==> config.mk <==
export PLATFORM = sky130hd
export DESIGN_NAME = alu_exec_unit_flat
export DESIGN_NICKNAME = d
export VERILOG_FILES = /design/src/rtl/alu_exec_unit_pkg.sv /design/src/rtl/alu_exec_unit_if.sv /design/src/rtl/alu_exec_unit_mul_iter.sv /design/src/rtl/alu_exec_unit.sv /design/src/flat_wrapper.sv
export SDC_FILE = /design/constraint.sdc
export NUM_CORES = 1
export LEC_CHECK = 0
export CORE_MARGIN = 4
export CORE_UTILIZATION = 50
export CTS_BUF_LIST = sky130_fd_sc_hd__clkbuf_8 sky130_fd_sc_hd__clkbuf_16
export CTS_CLUSTER_DIAMETER = 150
export DETAILED_ROUTE_END_ITERATION = 16
export GPL_ROUTABILITY_DRIVEN = 0
export MAX_ROUTING_LAYER = met4
export PLACE_DENSITY = 0.73
export REMOVE_ABC_BUFFERS = 1
export SETUP_SLACK_MARGIN = 0.4
export SYNTH_ARGS = -nofsm -noshare
export SYNTH_HDL_FRONTEND = slang
export SYNTH_HIERARCHICAL = 1
export SYNTH_SLANG_ARGS = --single-unit
export TNS_END_PERCENT = 10
==> constraint.sdc <==
create_clock -name clk -period 7.5 [get_ports clk]
set_input_delay 1.875 -clock clk [delete_from_list [all_inputs] [get_ports clk]]
set_output_delay 1.875 -clock clk [all_outputs]
set_load 0.01 [all_outputs]
==> src/rtl/alu_exec_unit_pkg.sv <==
// Shared definitions for the ALU execution unit.
//   - Opcode encodings accepted on the request channel (ADD, SUB, MUL).
//   - FSM state encoding used by alu_exec_unit.
// Any other opcode value is reported as illegal through the err flag.
package alu_exec_unit_pkg;

  localparam int OP_W = 7;

  localparam logic [OP_W-1:0] ADD = 7'h00;
  localparam logic [OP_W-1:0] SUB = 7'h01;
  localparam logic [OP_W-1:0] MUL = 7'h02;

  typedef enum logic [1:0] {
    ST_IDLE    = 2'd0,
    ST_MUL_RUN = 2'd1,
    ST_DONE    = 2'd2
  } state_t;

endpackage

==> src/rtl/alu_exec_unit_if.sv <==
// Request/response bundle between an issue source and alu_exec_unit.
//   Request : in_valid, in_ready, op, x, y
//   Response: out_valid, out_ready, w, ovf, err
// master = issue side (drives request, consumes response)
// slave  = execution unit (accepts request, produces response)
interface alu_exec_unit_if
  import alu_exec_unit_pkg::*;
#(
  parameter int DATA_W = 32
);

  logic              in_valid;
  logic              in_ready;
  logic [OP_W-1:0]   op;
  logic [DATA_W-1:0] x;
  logic [DATA_W-1:0] y;
  logic              out_valid;
  logic              out_ready;
  logic [DATA_W-1:0] w;
  logic              ovf;
  logic              err;

  modport master (
    output in_valid, op, x, y, out_ready,
    input  in_ready, out_valid, w, ovf, err
  );

  modport slave (
    input  in_valid, op, x, y, out_ready,
    output in_ready, out_valid, w, ovf, err
  );

endinterface

==> src/rtl/alu_exec_unit_mul_iter.sv <==
// Iterative unsigned shift-add multiplier.
//   clk, rst : clock, synchronous active-high reset
//   start    : load mag_a/mag_b and begin a new multiplication
//   mag_a/b  : unsigned DATA_W-bit operands
//   done     : high in the cycle the final step is being applied
//   product  : 2*DATA_W-bit product, valid while done is high
// One partial product is added per cycle over DATA_W cycles. The product
// port exposes the accumulator value after the current step, so the owner
// can register the finished result in the same edge the last step runs.
module mul_iter #(
  parameter int DATA_W = 32
) (
  input  logic                  clk,
  input  logic                  rst,
  input  logic                  start,
  input  logic [DATA_W-1:0]     mag_a,
  input  logic [DATA_W-1:0]     mag_b,
  output logic                  done,
  output logic [2*DATA_W-1:0]   product
);

  localparam int CNT_W = (DATA_W > 1) ? $clog2(DATA_W) : 1;
  localparam logic [CNT_W-1:0] LAST_STEP = CNT_W'(DATA_W - 1);

  logic                busy_q,   busy_d;
  logic [CNT_W-1:0]    cnt_q,    cnt_d;
  logic [2*DATA_W-1:0] acc_q,    acc_d;
  logic [2*DATA_W-1:0] mcand_q,  mcand_d;
  logic [DATA_W-1:0]   mplier_q, mplier_d;

  logic [2*DATA_W-1:0] step_acc;

  always_comb begin
    // Multiplicand shifts left while the multiplier shifts right, so the
    // current multiplier LSB always selects the correctly weighted addend.
    step_acc = acc_q + (mplier_q[0] ? mcand_q : '0);

    busy_d   = busy_q;
    cnt_d    = cnt_q;
    acc_d    = acc_q;
    mcand_d  = mcand_q;
    mplier_d = mplier_q;

    if (start) begin
      busy_d   = 1'b1;
      cnt_d    = '0;
      acc_d    = '0;
      mcand_d  = {{DATA_W{1'b0}}, mag_a};
      mplier_d = mag_b;
    end else if (busy_q) begin
      acc_d    = step_acc;
      mcand_d  = mcand_q << 1;
      mplier_d = mplier_q >> 1;
      if (cnt_q == LAST_STEP) begin
        busy_d = 1'b0;
        cnt_d  = '0;
      end else begin
        cnt_d  = cnt_q + CNT_W'(1);
      end
    end
  end

  always_ff @(posedge clk) begin
    if (rst) begin
      busy_q   <= 1'b0;
      cnt_q    <= '0;
      acc_q    <= '0;
      mcand_q  <= '0;
      mplier_q <= '0;
    end else begin
      busy_q   <= busy_d;
      cnt_q    <= cnt_d;
      acc_q    <= acc_d;
      mcand_q  <= mcand_d;
      mplier_q <= mplier_d;
    end
  end

  assign done    = busy_q && (cnt_q == LAST_STEP);
  assign product = step_acc;

endmodule

==> src/rtl/alu_exec_unit.sv <==
// Handshaked ALU execution unit.
//   clk, rst : clock, synchronous active-high reset
//   bus      : slave side of alu_exec_unit_if
//              request  in_valid/in_ready + op, x, y
//              response out_valid/out_ready + w, ovf, err
// ADD/SUB and illegal opcodes complete in one cycle; MUL runs through the
// iterative multiplier over DATA_W cycles on operand magnitudes, with the
// sign restored afterwards. Only one operation is in flight: a new request
// is accepted only after the previous result has been taken.
module alu_exec_unit
  import alu_exec_unit_pkg::*;
#(
  parameter int DATA_W = 32
) (
  input  logic           clk,
  input  logic           rst,
  alu_exec_unit_if.slave bus
);

  localparam int MSB = DATA_W - 1;

  state_t            state_q, state_d;
  logic [DATA_W-1:0] w_q,     w_d;
  logic              ovf_q,   ovf_d;
  logic              err_q,   err_d;
  logic              neg_q,   neg_d;

  logic                mul_start;
  logic                mul_done;
  logic [2*DATA_W-1:0] mul_product;

  logic [DATA_W-1:0]   sum, diff;
  logic                add_ovf, sub_ovf;
  logic [DATA_W-1:0]   mag_x, mag_y;
  logic [2*DATA_W-1:0] prod_signed;
  logic [DATA_W:0]     prod_high;
  logic                mul_ovf;

  // Datapath decodes from the live request operands and the multiplier.
  // Magnitudes are taken as unsigned, so the most negative value maps to
  // 2^(DATA_W-1) without wrapping.
  always_comb begin
    sum         = bus.x + bus.y;
    diff        = bus.x - bus.y;
    add_ovf     = (bus.x[MSB] == bus.y[MSB]) && (sum[MSB]  != bus.x[MSB]);
    sub_ovf     = (bus.x[MSB] != bus.y[MSB]) && (diff[MSB] != bus.x[MSB]);
    mag_x       = bus.x[MSB] ? -bus.x : bus.x;
    mag_y       = bus.y[MSB] ? -bus.y : bus.y;
    prod_signed = neg_q ? -mul_product : mul_product;
    prod_high   = prod_signed[2*DATA_W-1:DATA_W-1];
    mul_ovf     = !((&prod_high) || !(|prod_high));
  end

  mul_iter #(.DATA_W(DATA_W)) u_mul (
    .clk     (clk),
    .rst     (rst),
    .start   (mul_start),
    .mag_a   (mag_x),
    .mag_b   (mag_y),
    .done    (mul_done),
    .product (mul_product)
  );

  // Next-state and result-register logic. Result registers only change on
  // acceptance of a one-cycle op or on multiplier completion, which keeps
  // w/ovf/err stable for the whole DONE phase under back-pressure.
  always_comb begin
    state_d   = state_q;
    w_d       = w_q;
    ovf_d     = ovf_q;
    err_d     = err_q;
    neg_d     = neg_q;
    mul_start = 1'b0;

    case (state_q)
      ST_IDLE: begin
        if (bus.in_valid) begin
          case (bus.op)
            ADD: begin
              w_d     = sum;
              ovf_d   = add_ovf;
              err_d   = 1'b0;
              state_d = ST_DONE;
            end
            SUB: begin
              w_d     = diff;
              ovf_d   = sub_ovf;
              err_d   = 1'b0;
              state_d = ST_DONE;
            end
            MUL: begin
              mul_start = 1'b1;
              neg_d     = bus.x[MSB] ^ bus.y[MSB];
              err_d     = 1'b0;
              state_d   = ST_MUL_RUN;
            end
            default: begin
              w_d     = '0;
              ovf_d   = 1'b0;
              err_d   = 1'b1;
              state_d = ST_DONE;
            end
          endcase
        end
      end
      ST_MUL_RUN: begin
        if (mul_done) begin
          w_d     = prod_signed[DATA_W-1:0];
          ovf_d   = mul_ovf;
          state_d = ST_DONE;
        end
      end
      ST_DONE: begin
        if (bus.out_ready) begin
          state_d = ST_IDLE;
        end
      end
      default: begin
        state_d = ST_IDLE;
      end
    endcase
  end

  always_ff @(posedge clk) begin
    if (rst) begin
      state_q <= ST_IDLE;
      w_q     <= '0;
      ovf_q   <= 1'b0;
      err_q   <= 1'b0;
      neg_q   <= 1'b0;
    end else begin
      state_q <= state_d;
      w_q     <= w_d;
      ovf_q   <= ovf_d;
      err_q   <= err_d;
      neg_q   <= neg_d;
    end
  end

  // Handshake outputs are pure state decodes, so neither in_valid nor
  // out_ready reaches an output combinationally.
  assign bus.in_ready  = (state_q == ST_IDLE);
  assign bus.out_valid = (state_q == ST_DONE);
  assign bus.w         = w_q;
  assign bus.ovf       = ovf_q;
  assign bus.err       = err_q;

endmodule

==> src/flat_wrapper.sv <==
// flat-port wrapper written by rule: the top's interface ports become plain ports
module alu_exec_unit_flat import alu_exec_unit_pkg::*;
#(
  parameter int DATA_W = 32
)
  (clk, rst, bus_in_valid, bus_op, bus_x, bus_y, bus_out_ready, bus_in_ready, bus_out_valid, bus_w, bus_ovf, bus_err);
  alu_exec_unit_if #(.DATA_W(DATA_W)) bus_i ();
  input  logic clk;
  input  logic rst;
  input wire logic [$bits(bus_i.in_valid)-1:0] bus_in_valid;
  input wire logic [$bits(bus_i.op)-1:0] bus_op;
  input wire logic [$bits(bus_i.x)-1:0] bus_x;
  input wire logic [$bits(bus_i.y)-1:0] bus_y;
  input wire logic [$bits(bus_i.out_ready)-1:0] bus_out_ready;
  output wire logic [$bits(bus_i.in_ready)-1:0] bus_in_ready;
  output wire logic [$bits(bus_i.out_valid)-1:0] bus_out_valid;
  output wire logic [$bits(bus_i.w)-1:0] bus_w;
  output wire logic [$bits(bus_i.ovf)-1:0] bus_ovf;
  output wire logic [$bits(bus_i.err)-1:0] bus_err;
  assign bus_i.in_valid = bus_in_valid;
  assign bus_i.op = bus_op;
  assign bus_i.x = bus_x;
  assign bus_i.y = bus_y;
  assign bus_i.out_ready = bus_out_ready;
  assign bus_in_ready = bus_i.in_ready;
  assign bus_out_valid = bus_i.out_valid;
  assign bus_w = bus_i.w;
  assign bus_ovf = bus_i.ovf;
  assign bus_err = bus_i.err;
  alu_exec_unit #(.DATA_W(DATA_W)) u_core (.clk(clk), .rst(rst), .bus(bus_i));
endmodule
Word-level counts from Yosys, hierarchy flattened
Index checks and enable logic that the tools add are counted.
{"block": "totals", "word_cells": 79, "input_bits": 75, "out_inout_bits": 36, "regBits": 203}
{"block": "op_classes", "n_reduce_logical": 18, "muxes": 29, "n_bitwise": 1, "add_sub_neg": 7, "eq_ne": 13}
{"operator": "32-bit 2-to-1 mux", "n": 8}
{"operator": "64-bit 2-to-1 mux", "n": 2}
{"operator": "32-bit one-hot mux with 3 select lines", "n": 1}
{"operator": "64-bit adder", "n": 1}
{"operator": "32-bit negator", "n": 2}
{"operator": "64-bit negator", "n": 1}
{"operator": "32-bit one-hot mux with 2 select lines", "n": 1}
{"operator": "33-bit AND reduction", "n": 1}
{"operator": "33-bit OR reduction", "n": 1}
{"operator": "32-bit adder", "n": 1}
{"operator": "32-bit subtractor", "n": 1}
{"operator": "1-bit 2-to-1 mux", "n": 9}
{"operator": "2-bit 2-to-1 mux", "n": 4}
{"operator": "7-bit by 1-bit == test with 1-bit output, second input constant", "n": 1}
{"operator": "7-bit by 2-bit == test with 1-bit output, second input constant", "n": 1}
{"operator": "7-bit logical NOT", "n": 1}
{"operator": "2-bit inequality test, second input constant", "n": 3}
{"operator": "2-bit one-hot mux with 3 select lines", "n": 1}
{"operator": "3-bit AND reduction", "n": 2}
{"operator": "5-bit by 1-bit adder with 5-bit output, second input constant", "n": 1}
{"operator": "5-bit == test, second input constant", "n": 1}
{"operator": "5-bit 2-to-1 mux", "n": 1}
{"operator": "4-bit AND reduction", "n": 1}
{"operator": "2-bit nonzero test", "n": 2}
{"operator": "15 further kinds", "n": 20}

Logic depth before layout (Yosys ltp)
{"block": "depth", "ltp_word": 10, "mapped_depth": 25, "depth_no_buf": 22}

Cells and area by module
Netlist, hierarchy kept.
{"mod": "mul_iter", "cells_each": 1403, "instances": 1, "area_each_um2": 11080.6}
{"mod": "alu_exec_unit", "cells_each": 1254, "instances": 1, "area_each_um2": 8471.9}

Least setup slack after synthesis
Ideal clock, no wire load.
{"block": "synth_path", "path_type": "reg-to-reg", "from": "register u_core.u_mul.mplier_q[0]", "to": "register u_core.ovf_q (netlist: u_core/bus.ovf)", "stages_incl_launch_ff": 25, "setup_slack_ns": 1.615, "path_buffers": 4, "required_time_ns": 7.373, "period_less_slack_ns": 5.885, "t_arrival_ns": 5.758, "cell_sequence": "dfxtp_1 > clkbuf_1 > clkbuf_1 > and2_1 > ha_1 > buf_2 > a21o_1 > a21o_1 > a221oi_1 > o21ai_0 > a221oi_1 > a21oi_1 > or3_1 > xor2_1 > or4_4 > or3_1 > buf_2 > or4b_4 > o21a_1 > o31a_1 > or4b_1 > nor4_1 > nand3_1 > nand3_1 > o211ai_1"}
{"block": "synth_between", "elab_chain_cells": 10, "elab_cells_between_ends": 11}
{"item": "start, declared", "line_no": "alu_exec_unit_mul_iter.sv:29", "rtl": "logic [DATA_W-1:0] mplier_q, mplier_d;"}
{"item": "start signal, assigned", "line_no": "alu_exec_unit_mul_iter.sv:75", "rtl": "mplier_q <= mplier_d;"}
{"item": "64-bit 2-to-1 mux *", "line_no": "alu_exec_unit_mul_iter.sv:36", "rtl": "step_acc = acc_q + (mplier_q[0] ? mcand_q : '0);"}
{"item": "64-bit adder *", "line_no": "alu_exec_unit_mul_iter.sv:36"}
{"item": "named net u_core.mul_product[32]", "line_no": "alu_exec_unit.sv:30", "rtl": "logic [2*DATA_W-1:0] mul_product;"}
{"item": "64-bit negator", "line_no": "alu_exec_unit.sv:49", "rtl": "prod_signed = neg_q ? -mul_product : mul_product;"}
{"item": "64-bit 2-to-1 mux *", "line_no": "alu_exec_unit.sv:49"}
{"item": "33-bit OR reduction", "line_no": "alu_exec_unit.sv:51", "rtl": "mul_ovf = !((&prod_high) || !(|prod_high));"}
{"item": "1-bit logical NOT", "line_no": "alu_exec_unit.sv:51"}
{"item": "1-bit logical OR *", "line_no": "alu_exec_unit.sv:51"}
{"item": "1-bit logical NOT *", "line_no": "alu_exec_unit.sv:51"}
{"item": "1-bit 2-to-1 mux *", "line_no": "alu_exec_unit.sv:107", "rtl": "if (mul_done) begin"}
{"item": "1-bit one-hot mux with 2 select lines *", "line_no": "alu_exec_unit.sv:75", "rtl": "case (state_q)"}
{"item": "end signal, assigned", "line_no": "alu_exec_unit.sv:134", "rtl": "ovf_q <= ovf_d;"}
{"item": "end, declared", "line_no": "alu_exec_unit.sv:24", "rtl": "logic ovf_q, ovf_d;"}
The timed path passes the listed nets; every way through them passes the cells marked *. The select of a mux whose other input is x is not followed.
A chain may end at the register's enable or synchronous reset.

Worst setup path after layout
Ends and elaborated chain as after synthesis.

==> results_dict.tcl <==
set metrics [dict create \
    chipHeight_um 206 \
    clock_skew_ns 0.0288 \
    start_util_pct 50.6 \
    synth_seq_cells 203 \
    routed_wl_um 61400 \
    syn_inst 2657 \
    cts_buffer_depth 3 \
    antenna_found_initial 0 \
    crit_chain "buf_4 > and2_1 > ha_1 > a21oi_1 > o21ai_0 > a221oi_1 > o221ai_1 > a2111oi_0 > a211oi_1 > or2_2 > xor2_1 > or4_1 > or3_1 > nor4_1 > nand4_1 > a211oi_1 > o311ai_0 > nor4_1 > nand3_1 > nand3_1 > o211ai_1" \
    met3_length_um 4460 \
    end_kind "register" \
    yosysWarningCount 6 \
    cts_made_buffers 26 \
    crit_path_start_kind "register" \
    slew_headroom_pct 26.9 \
    root_buffer "clkbuf_16" \
    grt_pass1_wl_um 97500 \
    slowest_stage "a2111oi_0" \
    dp_hpwl_um 45700 \
    dr_wl_met2_um 28600 \
    cts.clk_slew.worst_paths_ns 0.06 \
    drv_slew 0 \
    grt_setup_unrepaired "false" \
    power_density_mw_per_mm2 138 \
    ios 111 \
    worst-setup-path-type "reg2reg" \
    crit_required_ns 7.92 \
    crit_fanout 30 \
    hold_violations 0 \
    setup_viol 0 \
    grt_max_degree 137 \
    routedWlPerCell_um 19.3 \
    m1WireLength_um 25600 \
    synth-main-ff-cell "dfxtp_1" \
    yosys.area.top_type "dfxtp_1" \
    fin_util_pct 56.4 \
    grt_use_total_pct 28.5 \
    crit_family "simple AND/OR/NAND/NOR gates" \
    core-area_mm2 0.0386 \
    synth_top_area_share_pct 20.8 \
    maxCapViolCount 0 \
    stdcell_count 3181 \
    ant_nets 0 \
    avgSynthCellArea_um2 7.36 \
    synth-edff-count 0 \
    hp-class "reg2reg" \
    grt_pass1_vias 19158 \
    synth-seq-area-share_pct 20.8 \
    finalWorstSetupSlack_ns 0.817 \
    ys_top_cells_by_area "dfxtp_1 21%, ha_1 8.3%, mux2i_1 7.1%, nor2_1 6.9%, xnor2_1 6.2%" \
    clk_latency_ns 0.57 \
    viasPerCell 6.34 \
    period_share_pct 89.1 \
    pre_cts_slack_ns 0.553 \
    leakagePower_nw 8.81 \
    drc 0 \
    vias 20157 \
    critPathArrivalTime_ns 7.10 \
    synth.most_common_cell "nor2_1" \
    cpPeakStageDelay_ns 0.61 \
    final_layout_size_suffix_gt1_share_pct 4.69 \
    overflow 0 \
    rows 72 \
    worstMarginPinSlew_ns 1.09 \
    vdd_ir_drop_max_uv 156 \
    synthesis.area_mm2 0.0196 \
    dieWidth_um 206 \
    cts_resized 0 \
    area_growth_pct 11.5 \
    path_buf_inv 1 \
    fin_crit_ns 6.68 \
    fmax_mhz 150 \
    cts_hold_buf 0 \
    whs_ns 0.476 \
    cts_tree "yes" \
    io_buffers 110 \
    cts-htree-levels 1 \
    status "completed" \
    num_antenna_cells 0 \
    finalNetCount 2852 \
    top_layer_used "met4" \
    numPlacedInstances 3134 \
    first_iter_violations 1931 \
    synth_common_cells "361 x nor2_1, 217 x a21oi_1, 203 x dfxtp_1" \
    ys_types 89 \
    firstDrtPassIters 6 \
    async_reset_ff_share_pct 0 \
    cts.sinks 203 \
    dieArea_mm2 0.0423 \
    postCtsSetupBuffers 0 \
]
[cell usage in the layout, fill, tap and decap left out, drive strengths merged, types with 13 or more instances in the layout]
cell type and n:
clkdlybuf4s50 108, xnor2 139, or4 23, o21a 16, dfxtp 203, nor2b 30
nor4 25, and3 22, and2 75, or3 43, nand2 162, a221oi 20
inv 94, clkbuf 29, or2 13, ha 130, buf 31, o21bai 26
o21ai 127, a211oi 29, a31oi 24, o211ai 22, nand4 51, nand3 71
nor3 86, a21o 40, o31ai 42, nor2 361, o41ai 25, mux2i 138
a21oi 217, nand2b 20, xor2 52
[final cells by class]
class                      count  area, µm²
multi-input combinational   2184      14500
inverter                      90        338
sequential                   203       4070
fill                        3578      16800
timing repair buffer         139       1320
clock buffer                  29        692
tap                          518        648
clock inverter                18        265
[routing by layer]
layer	vias up	GRT usage, %
li1	9599	-
met2	939	46.8
met5	-	-
met4	0	11.7
met1	9423	35.7
met3	196	3.39
[state kept, by name, summed over array words and instances, names as in the netlist]
| name | flops |
|---|---|
| u_core/u_mul/acc_q | 64 |
| u_core/u_mul/mcand_q | 64 |
| u_core/bus.w | 32 |
| u_core/u_mul/mplier_q | 32 |
| u_core/u_mul/cnt_q | 5 |
| u_core/state_q | 2 |
| u_core/bus.err | 1 |
| u_core/bus.ovf | 1 |
| u_core/neg_q | 1 |
| u_core/u_mul/busy_q | 1 |
[worst reg2reg max path, cell delays in order, from the launching register on]
cell and delay (ns):
dfxtp_4 0.56, buf_4 0.30, and2_1 0.16, ha_1 0.32
a21oi_1 0.26, o21ai_0 0.14, a221oi_1 0.33, o221ai_1 0.28
a2111oi_0 0.61, a211oi_1 0.30, or2_2 0.37, xor2_1 0.25
or4_1 0.58, or3_1 0.37, nor4_1 0.51, nand4_1 0.19
a211oi_1 0.26, o311ai_0 0.16, nor4_1 0.26, nand3_1 0.13
nand3_1 0.12, o211ai_1 0.08
[metrics by stage]
stage	power [mW]	TNS, ns	area (µm²)
global placement	1.61	0	20800
CTS	3.03	0	21800
floorplan	1.42	-112.25	18800
finish	3.02	0	21800
global route	3.13	0	21800
detailed placement	1.62	0	20800
[logic make-up (layout without fill, tap and decap cells)]
group	after synthesis	after routing	synth area share, %
buffers and inverters	270	276	5.39
XOR/XNOR	191	191	8.56
flip-flops	203	203	20.8
AND/OR/NAND/NOR	1030	1030	26.2
adder cells (fa/ha/maj)	133	133	8.63
AO/OA/AOI/OAI	691	691	23.3
multiplexers	139	139	7.12
[where the power goes]
part / switching (mW) / internal [mW] / leakage, nW
logic: 0.307 / 0.206 / 6.69
clock network: 0.533 / 0.871 / 0.478
registers: 0.00871 / 1.09 / 1.64
total: 0.848 / 2.17 / 8.81
[final timing paths]
| check | startpoint | endpoint | slack (ns) | cells after the start |
|---|---|---|---|---|
| worst min-delay path | u_core/u_mul/acc_q[52] | u_core/u_mul/acc_q[52] | 0.48 | 2 |
| worst max-delay path | u_core/u_mul/mplier_q[0] | u_core/bus.ovf | 0.82 | 21 |
| worst min register to register | u_core/u_mul/acc_q[52] | u_core/u_mul/acc_q[52] | 0.48 | 2 |
| worst max register to register | u_core/u_mul/mplier_q[0] | u_core/bus.ovf | 0.82 | 21 |
No activity file was read; power rests on OpenSTA's default activity.
